## config.mk

```make
export PLATFORM = sky130hd
export DESIGN_NAME = ctrl_sequencer
export DESIGN_NICKNAME = d
export VERILOG_FILES = /design/src/rtl/ctrl_sequencer.sv
export SDC_FILE = /design/constraint.sdc
export NUM_CORES = 1
export LEC_CHECK = 0
export ABC_AREA = 1
export BUFFER_PORTS_ARGS = -buffer_cell sky130_fd_sc_hd__buf_2
export CAP_MARGIN = 20
export CORE_ASPECT_RATIO = 0.75
export CORE_MARGIN = 1
export CORE_UTILIZATION = 47
export DETAILED_ROUTE_END_ITERATION = 6
export PLACE_DENSITY = 0.91
export SLEW_MARGIN = 40
export SYNTH_ARGS = -nofsm -noshare
export SYNTH_HDL_FRONTEND = slang
export SYNTH_SLANG_ARGS = --single-unit
```

## constraint.sdc

```tcl
create_clock -name clk -period 1.9 [get_ports clk]
set_input_delay 0.095 -clock clk [delete_from_list [all_inputs] [get_ports clk]]
set_output_delay 0.095 -clock clk [all_outputs]
set_load 0.1 [all_outputs]
```

## src/rtl/ctrl_sequencer.sv

```systemverilog
// CPU control state register: holds the state code, stalls on memory handshake with timeout
// recovery, and decodes the state into datapath strobes. Optional retire counter: CTRL_RETIRE_CNT_EN.
module ctrl_sequencer #(
  parameter int TIMEOUT = 16,
  parameter int CNT_W   = 16
) (
  input  logic             clk,
  input  logic             reset,
  input  logic [7:0]       next_state,
  input  logic [15:0]      instr,
  input  logic             mem_ready,
  output logic [7:0]       state,
  output logic             ir_load,
  output logic             pc_inc,
  output logic             pc_load,
  output logic             rf_we,
  output logic [1:0]       rf_wsel,
  output logic             a_load,
  output logic             g_load,
  output logic [1:0]       alu_op,
  output logic             flags_we,
  output logic             mem_rd,
  output logic             mem_wr,
  output logic             mem_asel,
  output logic             sp_inc,
  output logic             sp_dec,
  output logic             bus_err
`ifdef CTRL_RETIRE_CNT_EN
  ,
  output logic [CNT_W-1:0] retired
`endif
);

  typedef enum logic [7:0] {
    S_FETCH0 = 8'h00, S_FETCH1 = 8'h0F, S_DECODE = 8'h01,
    S_MOVI   = 8'h02, S_MOVR   = 8'h03, S_MOVPC  = 8'h04, S_JMP    = 8'h05,
    S_SUB_A  = 8'h06, S_SUB_G  = 8'h07, S_SUB_W  = 8'h08,
    S_ADD_A  = 8'h09, S_ADD_G  = 8'h0A, S_ADD_W  = 8'h0B,
    S_XOR_A  = 8'h0C, S_XOR_G  = 8'h0D, S_XOR_W  = 8'h0E,
    S_PUSH0  = 8'h13, S_PUSH1  = 8'h14,
    S_POP0   = 8'h17, S_POP1   = 8'h18, S_POP2   = 8'h19,
    S_CALL0  = 8'h1B, S_CALL1  = 8'h1C, S_CALL2  = 8'h1D,
    S_RET0   = 8'h21, S_RET1   = 8'h22, S_RET2   = 8'h23,
    S_CPU_A  = 8'h26, S_CPU_G  = 8'h27, S_BREQ   = 8'h2A
  } state_e;

  state_e     r_state;
  state_e     w_state_nxt;
  logic [7:0] r_wait_cnt;
  logic [7:0] w_cnt_nxt;
  logic       r_bus_err;
  logic       w_timeout;
  logic       w_unused_instr;

  // The instruction fields are consumed by the datapath; the sequencer only passes strobes.
  assign w_unused_instr = ^instr;

  assign state   = r_state;
  assign bus_err = r_bus_err;

  always_ff @(posedge clk or posedge reset) begin
    if (reset) begin
      r_state    <= S_FETCH0;
      r_wait_cnt <= '0;
      r_bus_err  <= 1'b0;
    end else begin
      r_state    <= w_state_nxt;
      r_wait_cnt <= w_cnt_nxt;
      r_bus_err  <= w_timeout;
    end
  end

  always_comb begin
    ir_load     = 1'b0;
    pc_inc      = 1'b0;
    pc_load     = 1'b0;
    rf_we       = 1'b0;
    rf_wsel     = 2'b00;
    a_load      = 1'b0;
    g_load      = 1'b0;
    alu_op      = 2'b00;
    flags_we    = 1'b0;
    mem_rd      = 1'b0;
    mem_wr      = 1'b0;
    mem_asel    = 1'b0;
    sp_inc      = 1'b0;
    sp_dec      = 1'b0;
    w_state_nxt = r_state;
    w_cnt_nxt   = '0;
    w_timeout   = 1'b0;

    case (r_state)
      S_FETCH0: mem_rd = 1'b1;
      S_FETCH1: begin
        mem_rd  = 1'b1;
        ir_load = mem_ready;
        pc_inc  = mem_ready;
      end
      S_MOVI:   begin rf_we = 1'b1; rf_wsel = 2'b01; end
      S_MOVR:   begin rf_we = 1'b1; rf_wsel = 2'b10; end
      S_MOVPC:  begin rf_we = 1'b1; rf_wsel = 2'b11; end
      S_JMP, S_CALL2, S_RET1, S_BREQ: pc_load = 1'b1;
      S_ADD_A, S_SUB_A, S_XOR_A, S_CPU_A: a_load = 1'b1;
      S_ADD_G:  g_load = 1'b1;
      S_SUB_G:  begin g_load = 1'b1; alu_op = 2'b01; end
      S_XOR_G:  begin g_load = 1'b1; alu_op = 2'b10; end
      S_CPU_G:  begin g_load = 1'b1; alu_op = 2'b01; flags_we = 1'b1; end
      S_ADD_W, S_SUB_W, S_XOR_W: begin rf_we = 1'b1; flags_we = 1'b1; end
      S_POP1:   rf_we = 1'b1;
      S_PUSH0, S_CALL0: sp_dec = 1'b1;
      S_POP2, S_RET2:   sp_inc = 1'b1;
      S_PUSH1, S_CALL1: begin mem_wr = 1'b1; mem_asel = 1'b1; end
      S_POP0, S_RET0:   begin mem_rd = 1'b1; mem_asel = 1'b1; end
      default: ;
    endcase

    // Memory states wait for mem_ready; completion on the last allowed cycle beats the timeout.
    if (mem_rd || mem_wr) begin
      if (mem_ready) begin
        w_state_nxt = state_e'(next_state);
      end else if (r_wait_cnt == 8'(TIMEOUT - 1)) begin
        w_state_nxt = S_FETCH0;
        w_timeout   = 1'b1;
      end else begin
        w_cnt_nxt = r_wait_cnt + 8'd1;
      end
    end else begin
      w_state_nxt = state_e'(next_state);
    end
  end

`ifdef CTRL_RETIRE_CNT_EN
  logic [CNT_W-1:0] r_retired;

  assign retired = r_retired;

  always_ff @(posedge clk or posedge reset) begin
    if (reset) begin
      r_retired <= '0;
    end else if ((r_state != S_FETCH0) && (w_state_nxt == S_FETCH0) && !w_timeout) begin
      r_retired <= r_retired + 1'b1;
    end
  end
`endif

endmodule
```

* Yosys cells after proc, flatten, opt, wreduce, memory -nomap -nowiden *
Index checks and enable logic that the tools add are counted.

operators by class
  reduce and logical (&&, ||, !) cells = 13
  add/sub/neg operators = 1
  equality and inequality tests = 30
  muxes and demuxes = 22

operators by type and width
  operator                                       number
  == test 8 x 4 -> 1 bit, second input constant  9
  == test 8 x 5 -> 1 bit, second input constant  8
  == test 8 x 6 -> 1 bit, second input constant  6
  two-way mux 8 bit                              6
  == test 8 x 3 -> 1 bit, second input constant  4
  OR reduction 4 bit                             6
  == test 8 x 2 -> 1 bit, second input constant  2
  two-way mux 1 bit                              14
  adder 8 x 1 -> 8 bit, second input constant    1
  zero test 8 bit                                1
  OR reduction 2 bit                             4
  OR reduction 7 bit                             1
  case mux 2 bit (3 select lines)                1
  case mux 2 bit (2 select lines)                1
  != test 3 x 2 -> 1 bit, second input constant  1
  logical OR 1 bit                               1

storage, ports and cells
  bits in registers = 17
  bits of input ports = 27
  word-level logic and storage cells = 69

* Depth between registers and ports, before layout *
  word-level depth = 5
  depth in mapped cells = 11

* Worst setup path before layout *
No wires, ideal clock.

  path kind = register to output
  start = register r_state[0] (netlist: state[0])
  end = output port g_load
  path slack = -2.498 ns
  data required time = 1.805 ns
  stages on the path, launching flop included = 5
  arrival time = 4.303 ns
  cell sequence = dfrtp_1 > nand2_1 > nor3_1 > nor2_1 > o31ai_1

on the way
  cells in the longest elaborated chain, start to end = 3
  elaborated cells between the ends (all ways) = 6
  those cells by class = eq/ne: 4; mux: 1; reduce/logical: 1

RTL lines
  what                                            line  text
  start: declaration                              47    state_e r_state;
  start signal: assignment                        67    r_state <= w_state_nxt;
  == test 8 x 6 -> 1 bit (tied with other cells)  92    case (r_state)
  OR reduction 4 bit (no source line) (*)         n/a
  two-way mux 1 bit (*)                           92
  end: declaration                                19    output logic g_load,

Every way passes the cells marked *; elsewhere a longest branch is shown, timed or not.

* Worst setup path after layout *
  start = register r_state[4] (netlist: state[4])
  end = output port pc_load

on the way
  cells in the longest elaborated chain, start to end = 3
  elaborated cells between the ends (all ways) = 6
  those cells by class = eq/ne: 4; mux: 1; reduce/logical: 1

RTL lines
  what                                            line  text
  == test 8 x 3 -> 1 bit (tied with other cells)  92
  OR reduction 4 bit (*)                          92
  two-way mux 1 bit (*)                           92
  end: declaration                                15    output logic pc_load,

Marked as above.

==> results.json <==
{
  "status": "complete, no violations",
  "synthMuxAreaShare": 0,
  "cap_violations": 0,
  "min_period_ps": 1840,
  "synth_fa_ha_area_frac": 0.0105,
  "p_leak_nw": 0.996,
  "place_area_mm2": 0.00166,
  "synth_area_leader_cell": "dfrtp_1",
  "setup.worst_path.end_class": "output port",
  "die_x_um": 60.1,
  "final_common_cell": "nand2_1",
  "io_pins": 52,
  "syn2layout_area_growth_pct": 50.3,
  "synth_area_mm2": 0.00119,
  "yosys_register_bits": 17,
  "clock_tree.htree_level_count": 1,
  "ys.flop_type": "dfrtp_1",
  "whs_ps": 9.29,
  "finalHoldViolCount": 0,
  "hold_class": "primary input to register",
  "clk_path_buf_depth": 2,
  "ir_drop_mv": 0.549,
  "synth_nets": 203,
  "synth_compound_area_frac": 0.0516,
  "antenna_found_initial": 0,
  "crit_fanout": 6,
  "multi_input_area_um2": 709,
  "yosysTopAreaCellShare": 0.358,
  "grt_pass1_vias": 1122,
  "viasPerCell": 5.04,
  "avgSynthCellArea_um2": 6.79,
  "required_ps": 1800,
  "ff_latch_area_um2": 455,
  "finalCritPeriodShare": 0.969,
  "cts-root-buf": "clkbuf_4",
  "route.detailed.drc": 0,
  "p_per_area_mw_per_mm2": 469,
  "drt_iter0_markers": 67,
  "die_h_um": 45.6,
  "synthCells": 175,
  "rows": 15,
  "numClockSinks": 17,
  "cts_tree": "done",
  "grt_pass1_wl_um": 4950,
  "routedWlPerCell_um": 12.8,
  "vias": 1276,
  "antenna_left": 0,
  "grt_max_degree": 18,
  "final_cell_mix": "nand2_1, inv_1, buf_2",
  "clkTransAtPathRegs_ps": 100,
  "clock_latency_ps": 290,
  "path_class": "register to output port",
  "fmaxAchievable_ghz": 0.543,
  "nNetsFinal": 248,
  "wirelength_um": 3230,
  "cp.arrival_ps": 1750,
  "synth-xor-area-share": 0.0147,
  "tightest_slew_ps": 651,
  "grtUsageTotal": 0.249,
  "setup.worst_path.start_class": "register",
  "finClkSkew_ps": 4.41,
  "ys_seq_area_frac": 0.358,
  "grt_overflow": 0,
  "setup_viol": 0,
  "yosysWarnings": 0,
  "numCtsBuffers": 3,
  "core-area_mm2": 0.00235,
  "total_power_w": 0.000837,
  "drive_gt1_frac": 0.416,
  "initial_core_util": 0.507,
  "dr.pass1.iters": 4,
  "postLayoutCellArea_mm2": 0.00179,
  "synth_top_family_by_area": "simple AND/OR/NAND/NOR gates",
  "die-area_mm2": 0.00274,
  "synth.distinct_cells": 27,
  "synth_simple_gate_area_frac": 0.421,
  "dp_hpwl_um": 2380,
  "fillerInstances": 170,
  "antenna_cells": 0,
  "drv_slew": 0,
  "synth_edf_count": 0,
  "synthArstFlopShare": 1.00,
  "synth_area_leaders": "dfrtp_1, nand2_1, inv_1",
  "place_congestion": 0.905,
  "port_buffers": 35,
  "maxSlewHeadroom": 0.566
}
cell usage after synthesis, types with 2 or more instances:
| library cell | number |
|---|---|
| nor2_1 | 20 |
| nand2_2 | 7 |
| nor2_2 | 5 |
| inv_2 | 3 |
| xor2_1 | 2 |
| nand2_1 | 45 |
| o21ai_0 | 5 |
| nor3_1 | 5 |
| dfrtp_1 | 17 |
| inv_1 | 34 |
| nand3_1 | 7 |
| nand4_1 | 10 |
flip-flops by register name, indices dropped and copies added, names as in the netlist:
register	flops
r_wait_cnt	8
state	8
bus_err	1
stage by stage:
stage	TNS (ps)	worst slack, ps	utilization	cells
after floorplan	-2410	-726	-	175
after global placement	0	263	0.708	243
after detailed placement	0	221	0.708	243
after CTS	0	10.0	0.734	250
after global routing	-50.6	-26.1	0.762	253
final	0	58.0	0.762	253
critical path, stage by stage, from the launching register on:
cell       delay [ps]
dfrtp_4           520
nor2_4            150
nand2_4           110
inv_4              90
nand2_2            70
o211ai_1          250
clkbuf_16         250
report_power, final:
group          switching, W  internal, W
combinational      0.000184    0.0000587
clock              0.000117    0.0000784
sequential        0.0000206     0.000378
per-layer routing:
layer  vias up  track usage  wire length [um]
met2        54        0.409              1600
li1        636            -                 -
met5         -            0                 0
met1       582        0.347              1390
met3         4       0.0682               221
met4         0       0.0140                25
layout make-up:
class	instances	area share
multi-input cells	117	0.397
repair buffers	42	0.224
clock buffers	3	0.0126
flip-flops and latches	17	0.255
clock inverters	1	0.00280
well taps	34	0.0238
inverters	39	0.0847
repair_timing:
action,4_1_cts,5_1_grt
setup buffers,0,2
endpoints found under the hold margin,19,1
pin swaps,0,3
resized for setup,1,13
hold buffers,3,1
endpoints found under the setup margin,1,10
final timing paths:
kind,slack (ps),cells after the start,startpoint,to
max in group asynchronous,970,3,reset,state[0]$_DFFE_PP0P_
worst min register to register,590,3,r_wait_cnt[0]$_DFF_PP0_,r_wait_cnt[0]$_DFF_PP0_
worst min-delay path,9,3,next_state[3],state[3]$_DFFE_PP0P_
worst max-delay path,60,6,state[4]$_DFFE_PP0P_,pc_load
min in group asynchronous,440,3,reset,state[6]$_DFFE_PP0P_
worst max register to register,230,9,state[5]$_DFFE_PP0P_,r_wait_cnt[2]$_DFF_PP0_
kinds of logic (layout without fill, tap and decap cells):
| group | Yosys count | in the layout |
|---|---|---|
| adder cells (fa/ha/maj) | 1 | 1 |
| buffers and inverters | 41 | 85 |
| XOR/XNOR | 2 | 2 |
| AO/OA/AOI/OAI | 10 | 10 |
| flip-flops | 17 | 17 |
| AND/OR/NAND/NOR | 104 | 104 |
Note: power is estimated with default switching activity, not from simulation.
